File: config.mk
export PLATFORM = sky130hd
export DESIGN_NAME = fg_clk_sched
export DESIGN_NICKNAME = d
export VERILOG_FILES = /design/src/rtl/fg_clk_sched.sv
export SDC_FILE = /design/constraint.sdc
export NUM_CORES = 1
export LEC_CHECK = 0
export BUFFER_PORTS_ARGS = -buffer_cell sky130_fd_sc_hd__clkbuf_2
export CAP_MARGIN = 20
export CORE_MARGIN = 2
export CORE_UTILIZATION = 58
export DETAILED_ROUTE_END_ITERATION = 10
export GPL_TIMING_DRIVEN = 0
export PLACE_DENSITY_LB_ADDON = 0.1
export RECOVER_POWER = 50
export SLEW_MARGIN = 40
export SYNTH_ARGS = -nofsm -noshare
export SYNTH_HDL_FRONTEND = slang
export SYNTH_SLANG_ARGS = --single-unit
File: constraint.sdc
create_clock -name pll_clk -period 3.03 [get_ports pll_clk]
set_input_delay 0.7575 -clock pll_clk [delete_from_list [all_inputs] [get_ports pll_clk]]
set_output_delay 0.7575 -clock pll_clk [all_outputs]
set_load 0.02 [all_outputs]
File: src/rtl/fg_clk_sched.sv
// fg_clk_sched: clock-enable scheduler for the function-generator datapath.
// Emits a one-cycle DDS advance strobe (fg_en) every div_active cycles while
// running, and a DAC latch strobe (dac_en) that follows it by DAC_LAG cycles.
// Divide-ratio updates are handshaked. They take effect only at a period wrap
// or on return to IDLE, so every fg_en interval uses either the old ratio or
// the new one, never a mix of the two.
module fg_clk_sched #(
    parameter int DIV_W   = 8,
    parameter int DAC_LAG = 1
) (
    input  logic             pll_clk,
    input  logic             Resetn,
    input  logic [DIV_W-1:0] cfg_div,
    input  logic             cfg_valid,
    output logic             cfg_ready,
    input  logic             run_req,
    output logic             running,
    output logic             busy,
    output logic             fg_en,
    output logic             dac_en,
    output logic [DIV_W-1:0] div_active
);

    typedef enum logic [1:0] {
        IDLE  = 2'd0,
        ARM   = 2'd1,
        RUN   = 2'd2,
        DRAIN = 2'd3
    } state_t;

    state_t             state_q, state_d;
    logic [DIV_W-1:0]   cnt_q, cnt_d;
    logic [DIV_W-1:0]   div_active_q, div_active_d;
    logic [DIV_W-1:0]   div_pend_q, div_pend_d;
    logic               pend_q, pend_d;
    logic [DAC_LAG-1:0] dly_q, dly_d;

    logic               cfg_xfer;
    logic [DIV_W-1:0]   cfg_fixed;
    logic               wrap;

    // A requested ratio of 0 cannot produce a period, so it is stored as 1.
    assign cfg_fixed = (cfg_div == '0) ? DIV_W'(1) : cfg_div;
    assign cfg_xfer  = cfg_valid && cfg_ready;
    assign wrap      = (state_q == RUN) && (cnt_q == div_active_q - DIV_W'(1));

    // The strobes are decoded from registered state only, so no input can
    // reach them combinationally.
    assign fg_en      = (state_q == RUN) && (cnt_q == '0);
    assign dac_en     = dly_q[DAC_LAG-1];
    assign cfg_ready  = !pend_q;
    assign running    = (state_q == ARM) || (state_q == RUN);
    assign busy       = (state_q != IDLE) || (dly_q != '0);
    assign div_active = div_active_q;

    // DAC delay line: next value is the current fg_en shifted in at bit 0.
    assign dly_d[0] = fg_en;
    generate
        for (genvar gi = 1; gi < DAC_LAG; gi++) begin : g_dly
            assign dly_d[gi] = dly_q[gi-1];
        end
    endgenerate

    // Next-state, counter and ratio-handshake logic.
    always_comb begin
        state_d      = state_q;
        cnt_d        = cnt_q;
        div_active_d = div_active_q;
        div_pend_d   = div_pend_q;
        pend_d       = pend_q;

        case (state_q)
            IDLE: begin
                cnt_d = '0;
                if (cfg_xfer) begin
                    div_active_d = cfg_fixed;
                end
                if (run_req) begin
                    state_d = ARM;
                end
            end

            ARM: begin
                cnt_d   = '0;
                state_d = RUN;
                if (cfg_xfer) begin
                    div_pend_d = cfg_fixed;
                    pend_d     = 1'b1;
                end
            end

            RUN: begin
                if (wrap) begin
                    cnt_d = '0;
                    if (pend_q) begin
                        div_active_d = div_pend_q;
                        pend_d       = 1'b0;
                    end
                    if (!run_req) begin
                        state_d = DRAIN;
                    end
                end else begin
                    cnt_d = cnt_q + DIV_W'(1);
                end
                // A value accepted on the wrap edge waits for the next wrap;
                // cfg_ready was high, so pend_q cannot also be set here.
                if (cfg_xfer) begin
                    div_pend_d = cfg_fixed;
                    pend_d     = 1'b1;
                end
            end

            DRAIN: begin
                cnt_d = '0;
                // Leave once the delay line will be empty after this edge,
                // so the last dac_en has already gone out.
                if (dly_d == '0) begin
                    state_d = IDLE;
                    if (pend_q) begin
                        div_active_d = div_pend_q;
                        pend_d       = 1'b0;
                    end else if (cfg_xfer) begin
                        div_active_d = cfg_fixed;
                    end
                end else if (cfg_xfer) begin
                    div_pend_d = cfg_fixed;
                    pend_d     = 1'b1;
                end
            end

            default: begin
                state_d = IDLE;
                cnt_d   = '0;
            end
        endcase
    end

    // State registers with synchronous active-low reset.
    always_ff @(posedge pll_clk) begin
        if (!Resetn) begin
            state_q      <= IDLE;
            cnt_q        <= '0;
            div_active_q <= DIV_W'(1);
            div_pend_q   <= DIV_W'(1);
            pend_q       <= 1'b0;
            dly_q        <= '0;
        end else begin
            state_q      <= state_d;
            cnt_q        <= cnt_d;
            div_active_q <= div_active_d;
            div_pend_q   <= div_pend_d;
            pend_q       <= pend_d;
            dly_q        <= dly_d;
        end
    end

endmodule
# After elaboration in Yosys (flattened, before gate mapping)
# Index checks and enable logic that the tools add are counted.
# totals
register_bits,28
inputBits,12
output_inout_bits,13
wordCells,60
# op_classes
n_addsub,2
eq_ne,11
muxes,22
n_reduce_logical,19
# ops
cell,count
two-way mux 8 bit,9
one-hot mux 8 bit (2 select lines),2
one-hot mux 8 bit (3 select lines),1
logical NOT 8 bit,2
!= test 2 bit (second input constant),6
adder 8 x 1 -> 8 bit (second input constant),1
== test 8 bit,1
two-way mux 2 bit,4
one-hot mux 2 bit (4 select lines),1
AND reduction 4 bit,2
subtractor 8 x 1 -> 8 bit (second input constant),1
nonzero test 3 bit,2
== test 2 bit (second input constant),2
two-way mux 1 bit,4
AND reduction 2 bit,2
nonzero test 2 bit,2
logical AND 1 bit,3
!= test 3 bit (second input constant),1
one-hot mux 1 bit (3 select lines),1
OR reduction 3 bit,1
== test 2 x 1 -> 1 bit (second input constant),1
logical NOT 2 bit,1
logical OR 1 bit,2
OR reduction 2 bit,1
logical NOT 1 bit,1

# Longest topological paths before layout
# depth
depth_word,6
depth_mapped,10
depth_no_buf,8

# Least setup slack after synthesis
# Ideal clock, no wire load.
# synth_path
path_kind,reg2reg
start,reg div_active_q[0] (netlist: div_active[0])
end,reg cnt_q[2]
setup_time_ns,0.128
arrival_time_ns,2.297
required_ns,2.902
setup_slack_ns,0.604
path_stages_with_launch,9
path_buffers,1
period_less_slack_ns,2.426
path_cell_list,dfxtp_1 > inv_1 > ha_1 > xnor2_1 > a211o_1 > nor4_1 > and3_1 > clkbuf_1 > nor3_1
# synth_between
elab_chain_cells,5
# synth_lines
item,line,rtl
"start, declared",33,"logic [DIV_W-1:0] div_active_q, div_active_d;"
"start signal, assigned",150,div_active_q <= div_active_d;
subtractor 8 x 1 -> 8 bit,45,assign wrap = (state_q == RUN) && (cnt_q == div_active_q - DIV_W'(1));
== test 8 bit,45,
logical AND 1 bit,45,
two-way mux 8 bit,93,if (wrap) begin
one-hot mux 8 bit (2 select lines),72,case (state_q)
"end signal, assigned",149,cnt_q <= cnt_d;
"end, declared",32,"logic [DIV_W-1:0] cnt_q, cnt_d;"
# No other way between the ends.
# A chain may end at the register's enable or synchronous reset.

# Worst setup path after layout
# layout_path
start,reg state_q[0]
end,out fg_en
# layout_between
elab_chain_cells,2
# layout_lines
item,line,rtl
"start, declared",31,"state_t state_q, state_d;"
"start signal, assigned",148,state_q <= state_d;
== test 2 bit,49,assign fg_en = (state_q == RUN) && (cnt_q == '0);
logical AND 1 bit,49,
"end, declared",19,"output logic fg_en,"
# No other way between the ends.

==> metrics.txt <==
total grt overflow=0; Synth Net Count=255; core area=0.003311 mm²; Worst-Skew Late Latency=0.33 ns; layout cell share with drive strength beyond 1=0.1221; Post-synth EDFFs=0; TritonCTS Buffers=3; R2R depth=8; minimum clock period=2.771 ns; Comb power frac=0.593; vias in the first global route=1790; 1st-iter DRT viols=209; first-pass GRT wire length=8424 µm; post-synthesis async set-or-reset flop share=0; commonest non-fill, non-tap cell in the layout=dfxtp_1; reg2reg end=state_q[1]$_SDFFE_PN0P_; CTS tree=yes; Routed WL=4882 µm; GRT Overall Usage=0.2619; H-tree levels=1; Nets=284; Seq cells post-synth=28; total iterations of the first detailed-routing run=4; CP Class=reg -> out; Worst Setup End Kind=output pin; die footprint=0.003887 mm²; Die H=62.35 µm; CP Max Fanout=10; Final setup viols=0; largest stage delay on the critical path=0.37 ns; Clock power frac=0.089; Max Clock Freq=360.9 MHz; Int Power=0.8964 mW; Worst-path clk slew=0.14 ns; Die W=62.35 µm; cells after synthesis=235; post-route cell area=0.002176 mm²; Distinct cells, synth=45; Required @ worst endpoint=2.27 ns; clk sink count=28; GRT met1 Usage=0.3693; synthesized area per cell=8.402 µm²; unrepaired setup endpoints after global routing=false; pin count of the biggest net entering global routing=15; CTS Buffer Depth=2; Area growth, synth to finish=10.20%; Max transition margin=0.4785; Hold Path Cell Cnt=2; Vias/cell=6.308; Placed Area=0.002152 mm²; hold buffers post-CTS=0; Sw Share=0.4932; worst slack, placed=0.2007 ns; cts repair resizes=0; CP cell instances=inv_1 -> ha_1 -> clkbuf_1 -> nor4b_4 -> and2_1 -> clkbuf_2; hpwl dp=3598 µm; Tcrit/Tclk final=0.9144; cell area after synthesis=0.001974 mm²; DRC Markers=0; Slew @ Worst Pin=0.7604 ns; initial antenna violation count=0; Starting Density=0.5964; MaxCap Viol Count=0; Synthesis Warnings=0; class of the worst hold path=reg -> reg; maximum VDD drop=0.0004831 V; DR vias=1943; antenna cells=0; CP Data Arrival Time=2.01 ns; post-CTS setup buffer count=0; CTS root buf=clkbuf_4; M2 GR Usage=0.4280; met3 usage=0.03080; antenna violation net count after detailed routing=0; CP max stage cell=dfxtp_1; WL per Instance=15.85 µm; Worst R2R Setup Slack=0.27 ns; PwrDens=813.0 mW/mm²; setup TNS=0 ns; final worst setup slack=0.2592 ns; status=finished clean; row cnt=21; CP startpoint kind=register; Slew Limit Fails=0; Worst Hold Path EP=div_pend_q[0]$_SDFFE_PN1P_; clk_skew=0.008302 ns; Switching Power=0.8725 mW; Leak=0.8238 nW; routability congestion estimate=0.8063; Synth Flop Type=dfxtp_1; reg2reg start=div_active[2]$_SDFFE_PN0P_; Reg power frac=0.317; I/O pin count=25; IO Port Bufs=24; GR peak layer=met2; fill cell count=338; sequential-to-total area share from yosys stat=0.2839; most frequent cells in the layout=dfxtp_1 (28), clkbuf_1 (25), nor2_1 (15), nor3_1 (14), nand3_1 (14); Worst Setup SP=state_q[0]$_SDFFE_PN0P_; endpoints failing hold=0; HP Start=div_pend_q[0]$_SDFFE_PN1P_
## power by group through the flow
stage | registers, mW | clock network (mW) | logic [mW]
2_1_floorplan | 0.592 | 0 | 0.744
3_3_place_gp | 0.569 | 0 | 1.01
3_5_place_dp | 0.571 | 0 | 1.03
4_1_cts | 0.562 | 0.161 | 1.04
5_1_grt | 0.576 | 0.174 | 1.16
6_report | 0.561 | 0.158 | 1.05
## cell usage after synthesis (all sizes together) (2+ instances only)
library cell   n  area (µm²)
dfxtp         28       560.5
nor2          15       56.30
nand3         14       70.07
nor3          14       70.07
clkbuf        12       45.04
nor2b         10       62.56
o2111ai       10       87.58
mux2i          9       90.09
nand2          9       33.78
xnor2          9       78.83
ha             8       100.1
inv            8       30.03
nand4          8       50.05
a22oi          7       52.55
a32oi          7       61.31
mux2           7       78.83
buf            6       40.04
xor2           6       52.55
and3           5       31.28
nand2b         4       25.02
a21oi          3       18.77
a31oi          3       18.77
and2           3       18.77
nor4           3       18.77
o21ai          3       15.01
a211o          2       17.52
a21o           2       15.01
a31o           2       17.52
and4           2       17.52
nor3b          2       15.01
nor4b          2       17.52
o2111a         2       22.52
## flip-flops by register name, indices dropped and copies added (netlist names)
register	count
state_q	2
dac_en	1
cnt_q	8
div_active	8
div_pend_q	8
pend_q	1
## how the worst max path moves through the flow
stage | slack [ns] | end
floorplan | 0.60 | cnt_q[2]$_SDFF_PP0_
global placement | 0.27 | div_active[7]$_SDFFE_PN0P_
detailed placement | 0.20 | div_active[7]$_SDFFE_PN0P_
CTS | 0.02 | fg_en
global route | 0.09 | state_q[1]$_SDFFE_PN0P_
finish | 0.26 | fg_en
## cells by family after synthesis
logic type / Yosys count / share of synthesized area
flip-flops: 28 / 0.2839
buffers and inverters: 26 / 0.05830
adder cells (fa/ha/maj): 8 / 0.05070
multiplexers: 16 / 0.08556
AO/OA/AOI/OAI: 46 / 0.1869
XOR/XNOR: 15 / 0.06654
AND/OR/NAND/NOR: 96 / 0.2681
## critical path, delay by kind of cell (launching register included)
family | cells | cell delay (ns)
flops | 1 | 0.37
buf+inv | 3 | 0.64
simple gates | 2 | 0.51
fa+ha+maj | 1 | 0.16
## cell type report
cell class              instances  area, µm²  area share
clock buffers                   3      22.52     0.01035
inverters                       8      30.03     0.01380
plain buffers                  18      83.83     0.03853
repair buffers                 24      105.1     0.04830
flip-flops and latches         28      560.5      0.2576
multi-input cells             181       1316      0.6049
well taps                      46      57.56     0.02645
## layer usage
| metal | wire [µm] | part of all wire | vias to the layer above |
|---|---|---|---|
| met4 | 60 | 0.012 | 0 |
| met5 | 0 | 0 | - |
| met1 | 2213 | 0.45 | 925 |
| li1 | - | - | 946 |
| met2 | 2345 | 0.48 | 63 |
| met3 | 264 | 0.054 | 9 |
## stage by stage
stage                       util  hold slack, ns  instances  total power [mW]
after CTS                 0.6568          0.4970        308             1.761
final                     0.6572          0.5031        308             1.769
after detailed placement  0.6500          0.4620        305             1.604
after global placement    0.6500          0.4558        305             1.581
after global routing      0.6572          0.5158        308             1.910
after floorplan                -          0.4414        235             1.336
Note: power is estimated with default switching activity, not from simulation.
